--- config.mk ---
export PLATFORM = sky130hd
export DESIGN_NAME = hs_arith_frame_accum
export DESIGN_NICKNAME = d
export VERILOG_FILES = /design/src/rtl/hs_arith_frame_accum.sv
export SDC_FILE = /design/constraint.sdc
export NUM_CORES = 1
export LEC_CHECK = 0
export ABC_CLOCK_PERIOD_IN_PS = 4100
export BUFFER_PORTS_ARGS = -buffer_cell sky130_fd_sc_hd__buf_4
export CORE_UTILIZATION = 60
export DETAILED_ROUTE_END_ITERATION = 7
export PLACE_DENSITY = 0.84
export SYNTH_ARGS = -nofsm -noshare
export SYNTH_HDL_FRONTEND = slang
export SYNTH_SLANG_ARGS = --single-unit
--- constraint.sdc ---
create_clock -name clk -period 4.1 [get_ports clk]
set_input_delay 0 -clock clk [delete_from_list [all_inputs] [get_ports clk]]
set_output_delay 0 -clock clk [all_outputs]
set_load 0.02 [all_outputs]
--- src/rtl/hs_arith_frame_accum.sv ---
// Frame accumulator: sums a programmable number of adder beats per frame behind valid/ready.
// Optional macro HS_ARITH_FRAME_ACCUM_OVERLAP_EN lets the next frame accumulate while a result is held.
module hs_arith_frame_accum #(
  parameter int IN_WIDTH  = 5,
  parameter int FRAME_MAX = 16,
  localparam int CNT_WIDTH = $clog2(FRAME_MAX + 1),
  localparam int ACC_WIDTH = $clog2(FRAME_MAX * (2**IN_WIDTH - 1) + 1)
) (
  input  logic                 clk,
  input  logic                 rst,
  input  logic [CNT_WIDTH-1:0] frame_len,
  input  logic                 flush,
  input  logic                 in_valid,
  output logic                 in_ready,
  input  logic [IN_WIDTH-1:0]  in_data,
  output logic                 out_valid,
  input  logic                 out_ready,
  output logic [ACC_WIDTH-1:0] out_sum,
  output logic [CNT_WIDTH-1:0] out_count
);

  typedef enum logic {ACC, HOLD} state_t;

  localparam logic [CNT_WIDTH-1:0] FMAX = CNT_WIDTH'(FRAME_MAX);

  state_t                 state, state_nxt;
  logic [CNT_WIDTH-1:0]   cnt, len_q, len_clamp, len_eff, cnt_inc;
  logic [ACC_WIDTH-1:0]   acc, beat;
  logic                   accept, beat_close, flush_close, close, can_load;

  always_comb begin
    if (frame_len == '0)
      len_clamp = CNT_WIDTH'(1);
    else if (frame_len > FMAX)
      len_clamp = FMAX;
    else
      len_clamp = frame_len;
  end

  // The first beat of a frame uses the live clamped length; later beats use the stored one.
  assign len_eff     = (cnt == '0) ? len_clamp : len_q;
  assign cnt_inc     = cnt + 1'b1;
  assign accept      = in_valid && in_ready;
  assign beat        = accept ? ACC_WIDTH'(in_data) : '0;
  assign can_load    = !out_valid || out_ready;
  assign beat_close  = accept && (cnt_inc == len_eff);
  assign flush_close = flush && ((cnt != '0) || accept) && can_load;
  assign close       = beat_close || flush_close;

`ifdef HS_ARITH_FRAME_ACCUM_OVERLAP_EN
  logic closes_next;
  assign closes_next = flush || (cnt_inc == len_eff);
`endif

  always_ff @(posedge clk or posedge rst) begin
    if (rst)
      state <= ACC;
    else
      state <= state_nxt;
  end

  always_comb begin
    state_nxt = state;
    case (state)
      ACC:     if (close) state_nxt = HOLD;
      HOLD:    if (out_ready) state_nxt = close ? HOLD : ACC;
      default: state_nxt = ACC;
    endcase
  end

  always_comb begin
    out_valid = (state == HOLD);
`ifdef HS_ARITH_FRAME_ACCUM_OVERLAP_EN
    in_ready  = !(out_valid && !out_ready && closes_next);
`else
    in_ready  = (state == ACC);
`endif
  end

  always_ff @(posedge clk or posedge rst) begin
    if (rst) begin
      acc       <= '0;
      cnt       <= '0;
      len_q     <= '0;
      out_sum   <= '0;
      out_count <= '0;
    end else begin
      if (accept && (cnt == '0))
        len_q <= len_clamp;
      if (close) begin
        out_sum   <= acc + beat;
        out_count <= cnt + CNT_WIDTH'(accept);
        acc       <= '0;
        cnt       <= '0;
      end else if (accept) begin
        acc <= acc + beat;
        cnt <= cnt_inc;
      end
    end
  end

endmodule

==> impl_metrics.yaml, run 1 <==
status:
  outcome: "finished clean"
worst_setup_path:
  crit_chain: "inv_1, ha_1, nor4b_4, mux2i_1, xnor2_1, nand3_1, o41ai_4, buf_4, mux2_1"
  cp_max_fo: 20
  max_stage_delay_ns: 0.53
  end_kind: "register"
  critPathLaunchType: "register"
  ff2ff_setup_slack_ns: 0.98
  rr_worst_depth: 9
  critPathBufInv: 2
  crit_type: "reg2reg"
  cp.depth: 9
  critPathTopFamily: "multiplexers"
  crit_required_ns: 4.31
  timing.critical_path.slowest_stage_cell: "o41ai_4"
  cp.arrival_ns: 3.33
global_routing:
  grt_pass1_vias: 1370
  antenna_found_initial: 0
  grt_max_degree: 35
  grt_use_total_pct: 23.4
  gr-total-overflow: 0
  grt_first_pass_wirelength_um: 5900
logic_synthesis:
  netlist_top_cells_count: "dfrtp_1, xnor2_1, nand2_1"
  synth_top_cell_by_area: "dfrtp_1"
  syn_area_mm2: 0.00192
  syn_avg_cell_area_um2: 10.6
  synthCells: 180
  ys.flop_type: "dfrtp_1"
  ys_warn_count: 0
  synth_nets: 205
  ys_types: 27
  ys_seq_elements: 34
  yosysTopAreaCellShare_pct: 44.4
  seq_area_frac_synth_pct: 44.4
  synth-edff-count: 0
  synthArstFlopShare_pct: 100
  synth.area.top_cells: "dfrtp_1, mux2_1, xnor2_1"
  synth.most_common_cell: "dfrtp_1"
cts:
  cts_root_buffer: "clkbuf_4"
  cts_hold_buf: 3
  post-cts-setup-buffers: 0
  cts_tree: "yes"
  clock_path_buffers: 2
  cts-buffers-inserted: 5
  clk_latency_ns: 0.33
  htreeDepth: 2
  clock_sinks: 34
  path_clk_slew_ns: 0.10
  postCtsResizedCells: 0
floorplanning:
  io_pins: 31
  coreArea_mm2: 0.00305
  dieArea_mm2: 0.00342
  start_util_pct: 62.7
  fp.dieH_um: 58.5
  die_w_um: 58.5
  core.rowCount: 20
detailed_routing:
  vias: 1366
  routed_via_density: 5.27
  dr.pass1.iters: 4
  antenna_left: 0
  routedWlPerCell_um: 13.5
  totalWireLength_um: 3490
  drc: 0
  drtIter0Drc: 34
worst_hold_path:
  whs_path_depth: 3
  hold_class: "in2reg"
finish:
  diodes: 0
  final_layout_size_suffix_gt1_share_pct: 21.4
  area_delta_synth_final_pct: 18.7
  finalNetCount: 241
  final_area_mm2: 0.00227
power_and_ir_drop:
  p_sw_mw: 0.511
  power_mw: 1.31
  sw_frac_of_total_pct: 39.1
  clockPowerShare_pct: 13.5
  p_leak_nw: 1.16
  p_per_area_mw_per_mm2: 575
  internal_power_mw: 0.796
  max-vdd-ir-drop_mv: 0.313
  combPwrFrac_pct: 47.9
  p_seq_share_pct: 38.6
timing:
  hold_ws_ns: 0.0492
  skew_ns: 0.00912
  setup_slack_ns: 0.980
  period_share_pct: 76.1
  period_needed_ns: 3.12
  rsz0062_at_grt: "false"
  max_slew.worst_pin.slew_ns: 0.619
  fin_setup_tns_ns: 0
  max_freq_mhz: 321
  hold_viol_final: 0
  drv_slew: 0
  setup_viol: 0
  relSlewSlack_pct: 58.6
placement:
  port_buffers: 30
  dpl_cell_area_mm2: 0.00219
  gp_congestion: 0.817
  detailedPlace.worstSlack_ns: 0.967
  dp_hpwl_um: 2580
flow_run:
  maxCapViolations: 0
-- metrics by stage --
stage          std cells  utilization [%]
2_1_floorplan        180                -
3_3_place_gp         250             71.8
3_5_place_dp         250             71.8
4_1_cts              259             74.5
5_1_grt              259             74.5
6_report             259             74.5
-- tightest hold or removal path: stages --
cell	delay (ns)
buf_4	0.08
o21bai_1	0.08
o21ai_0	0.18
-- power by group through the flow --
stage	clock network [mW]	logic, mW	registers (mW)
2_1_floorplan	0	0.419	0.532
5_1_grt	0.199	0.684	0.514
4_1_cts	0.183	0.633	0.503
3_3_place_gp	0	0.607	0.502
3_5_place_dp	0	0.629	0.510
6_report	0.176	0.627	0.504
-- registers in the layout, indices dropped and copies added, names as in the netlist --
signal     cells
len_q          5
acc            9
cnt            5
out_sum        9
out_valid      1
out_count      5
-- final timing paths --
check,startpoint,endpoint
worst min register to register,out_sum[7]$_DFFE_PP0P_,out_sum[7]$_DFFE_PP0P_
max in group asynchronous,rst,out_sum[7]$_DFFE_PP0P_
worst min-delay path,frame_len[0],len_q[0]$_DFFE_PP0P_
worst max-delay path,cnt[0]$_DFFE_PP0P_,out_count[2]$_DFFE_PP0P_
worst max register to register,cnt[0]$_DFFE_PP0P_,out_count[2]$_DFFE_PP0P_
min in group asynchronous,rst,acc[3]$_DFFE_PP0P_
-- cell type report --
class,count,area (um2)
Inverter,8,30.0
Clock buffer,6,51.3
Fill cell,245,778
Multi-Input combinational cell,130,1000
Timing Repair Buffer,37,285
Sequential cell,34,851
Tap cell,44,55.1
-- routing by layer --
layer / vias up / GRT usage (%) / wire [um]
met5: - / 0 / 0
met4: 0 / 11.2 / 63
met3: 7 / 4.84 / 110
met2: 25 / 41.7 / 1790
met1: 658 / 26.9 / 1530
li1: 676 / - / -
-- cells by family (layout without fill, tap and decap cells) --
kind of cell | after synthesis | after routing | synth area share (%)
compound gates | 20 | 20 | 6.73
xor+xnor | 26 | 26 | 11.9
fa+ha+maj | 10 | 10 | 6.92
buf+inv | 16 | 51 | 3.85
flops | 34 | 34 | 44.4
mux | 23 | 23 | 13.2
simple gates | 51 | 51 | 13.0
-- layout by cell type (no fill, tap or decap), types with 3 or more instances in the layout --
cell type       n
nor3_1          3
nand3_1         7
mux2_2          4
o21ai_0         3
xor2_1          9
ha_1            9
xnor2_1        17
mux2_1         14
nor2_1         14
nor2b_1         3
dlygate4sd3_1   3
dfrtp_1        34
a21oi_1         9
clkbuf_4        5
buf_4          34
nand2_1        16
inv_1           7
mux2i_1         5
a21o_1          3
and2_1          5
o21bai_1        3
Note: power is estimated with default switching activity, not from simulation.
==> run 2: changes to the inputs <==
ABC_CLOCK_PERIOD_IN_PS = 2700   (was 4100)
CORE_UTILIZATION = 50   (was 60)
PLACE_DENSITY = 0.75   (was 0.84)
clock period = 2.7 ns   (was 4.1 ns; I/O delays follow)
==> run 2 against run 1 <==
Effect of this change: worst hold slack worse by 0.019 ns; setup slack lost 0.83 ns; global-route usage shrank 2.4 points; count of clock-buffer cells in the layout grew 1; critical endpoint is now out_sum[8]$_DFFE_PP0P_; largest cell class unchanged; largest power group unchanged.
==> impl_metrics.yaml, run 2 (same netlist as run 1, synthesis figures left out) <==
status:
  outcome: "finished clean"
finish:
  final_common_cell: "buf_4"
  nFillCells: 297
  final-seq-area_um2: 852
  finalNetCount: 248
  multi_input_area_mm2: 0.00101
  final_layout_size_suffix_gt1_share_pct: 26.5
  final_cells: 271
  final_cell_mix: "buf_4, dfrtp_1, xnor2_1"
  diodes: 0
  top_regs: "acc: 9 flops, out_sum: 9 flops"
  area_delta_synth_final_pct: 25.3
timing:
  period_share_pct: 94.4
  max_slew.worst_pin.slew_ns: 0.433
  hold_ws_ns: 0.0306
  relSlewSlack_pct: 71.2
  max_freq_mhz: 392
  skew_ns: 0.00614
  setup_viol: 0
  setup_slack_ns: 0.152
  rsz0062_at_grt: "false"
  drv_slew: 0
  hold_viol_final: 0
  fin_setup_tns_ns: 0
  period_needed_ns: 2.55
cts:
  cts_tree: "yes"
  htreeDepth: 2
  clock_path_buffers: 2
  cts_root_buffer: "clkbuf_8"
  path_clk_slew_ns: 0.06
  clock_sinks: 34
  cts-buffers-inserted: 5
  clk_latency_ns: 0.28
worst_setup_path:
  critPathTopFamily: "adder cells"
  crit_type: "reg2reg"
  end_kind: "register"
  critPathLaunchType: "register"
  cp_max_fo: 4
  cp.arrival_ns: 2.71
  crit_required_ns: 2.86
  crit_chain: "inv_2, nand2_2, clkinv_2, and2_1, ha_1, fa_1, a21o_1, a21oi_2, o21bai_1, nand4_1, xnor2_1, mux2_1"
  timing.critical_path.slowest_stage_cell: "fa_1"
  max_stage_delay_ns: 0.42
  critPathBufInv: 2
detailed_routing:
  wl_met2_um: 1930
  wl_met1_um: 1800
  routedWlPerCell_um: 14.4
  wl_met3_um: 126
  totalWireLength_um: 3900
  drtIter0Drc: 93
  dr.pass1.iters: 4
  vias: 1417
  drc: 0
  maxUsedRoutingLayer: "met4"
  routed_via_density: 5.23
  antenna_left: 0
floorplanning:
  io_pins: 31
  dieArea_mm2: 0.00408
  core.rowCount: 22
  die_w_um: 63.9
  fp.dieH_um: 63.9
  coreArea_mm2: 0.00366
  start_util_pct: 52.3
global_routing:
  grt_first_pass_wirelength_um: 6510
  grt_use_total_pct: 21.0
  antenna_found_initial: 0
  gr-total-overflow: 0
  grt_max_degree: 35
  grt_pass1_vias: 1414
worst_hold_path:
  hold_class: "in2reg"
power_and_ir_drop:
  max-vdd-ir-drop_mv: 0.506
  power_mw: 2.22
  p_leak_nw: 1.21
  p_per_area_mw_per_mm2: 923
placement:
  dp_hpwl_um: 2640
  dp_cells: 260
  gp_congestion: 0.786
  detailedPlace.worstSlack_ns: 0.144
  port_buffers: 30
flow_run:
  maxCapViolations: 0
## run 2: cell types whose count changed in the layout (fill, tap and decap cells not counted), sizes merged
cell         delta
dlygate4sd3     -1
clkbuf          +2
buf             +7
## run 2: repair_timing
item / in CTS / in global routing
buffers inserted: 0 / 1
resized for setup: 0 / 2
endpoints found under the setup margin: 0 / 14
endpoints found under the hold margin: 35 / 0
hold buffers: 2 / 0
## run 2: layout make-up
cell class              count  share of cell area [%]
inverters                   8                    1.30
well taps                  48                    2.50
repair buffers             44                    15.4
clock buffers               7                    3.18
flip-flops and latches     34                    35.5
multi-input cells         130                    42.2
## run 2: through the flow
stage,area [um2],util [%]
2_1_floorplan,1930,-
3_3_place_gp,2260,61.9
3_5_place_dp,2260,61.9
4_1_cts,2360,64.5
5_1_grt,2400,65.6
6_report,2400,65.6
## run 2: worst reg2reg max path, cell delays in order (launching register included)
cell	delay (ns)
dfrtp_2	0.40
inv_2	0.05
nand2_2	0.07
clkinv_2	0.08
and2_1	0.16
ha_1	0.22
fa_1	0.42
a21o_1	0.19
a21oi_2	0.19
o21bai_1	0.15
nand4_1	0.14
xnor2_1	0.08
mux2_1	0.29
## run 2: power breakdown
group	switching [mW]	total (mW)	internal [mW]	leakage, nW
sequential	0.100	0.754	0.654	0.453
combinational	0.570	1.11	0.540	0.723
clock	0.175	0.352	0.177	0.0383
total	0.845	2.22	1.37	1.21
## run 2: path summary, 6_finish.rpt
kind / from / to / slack [ns] / cells past startpoint
setup / recovery: out_valid$_DFF_PP0_ / out_sum[8]$_DFFE_PP0P_ / 0.15 / 12
hold / removal: out_ready / out_valid$_DFF_PP0_ / 0.03 / 3
setup reg to reg: out_valid$_DFF_PP0_ / out_sum[8]$_DFFE_PP0P_ / 0.15 / 12
hold reg to reg: out_sum[7]$_DFFE_PP0P_ / out_sum[7]$_DFFE_PP0P_ / 0.49 / 1
max in group asynchronous: rst / out_valid$_DFF_PP0_ / 2.00 / 4
min in group asynchronous: rst / cnt[2]$_DFFE_PP0P_ / 0.36 / 4
## run 2: layer usage
layer / up-vias / global-route usage [%]
met5: - / 0
met3: 5 / 4.46
li1: 685 / -
met4: 0 / 7.95
met2: 24 / 34.6
met1: 703 / 27.0
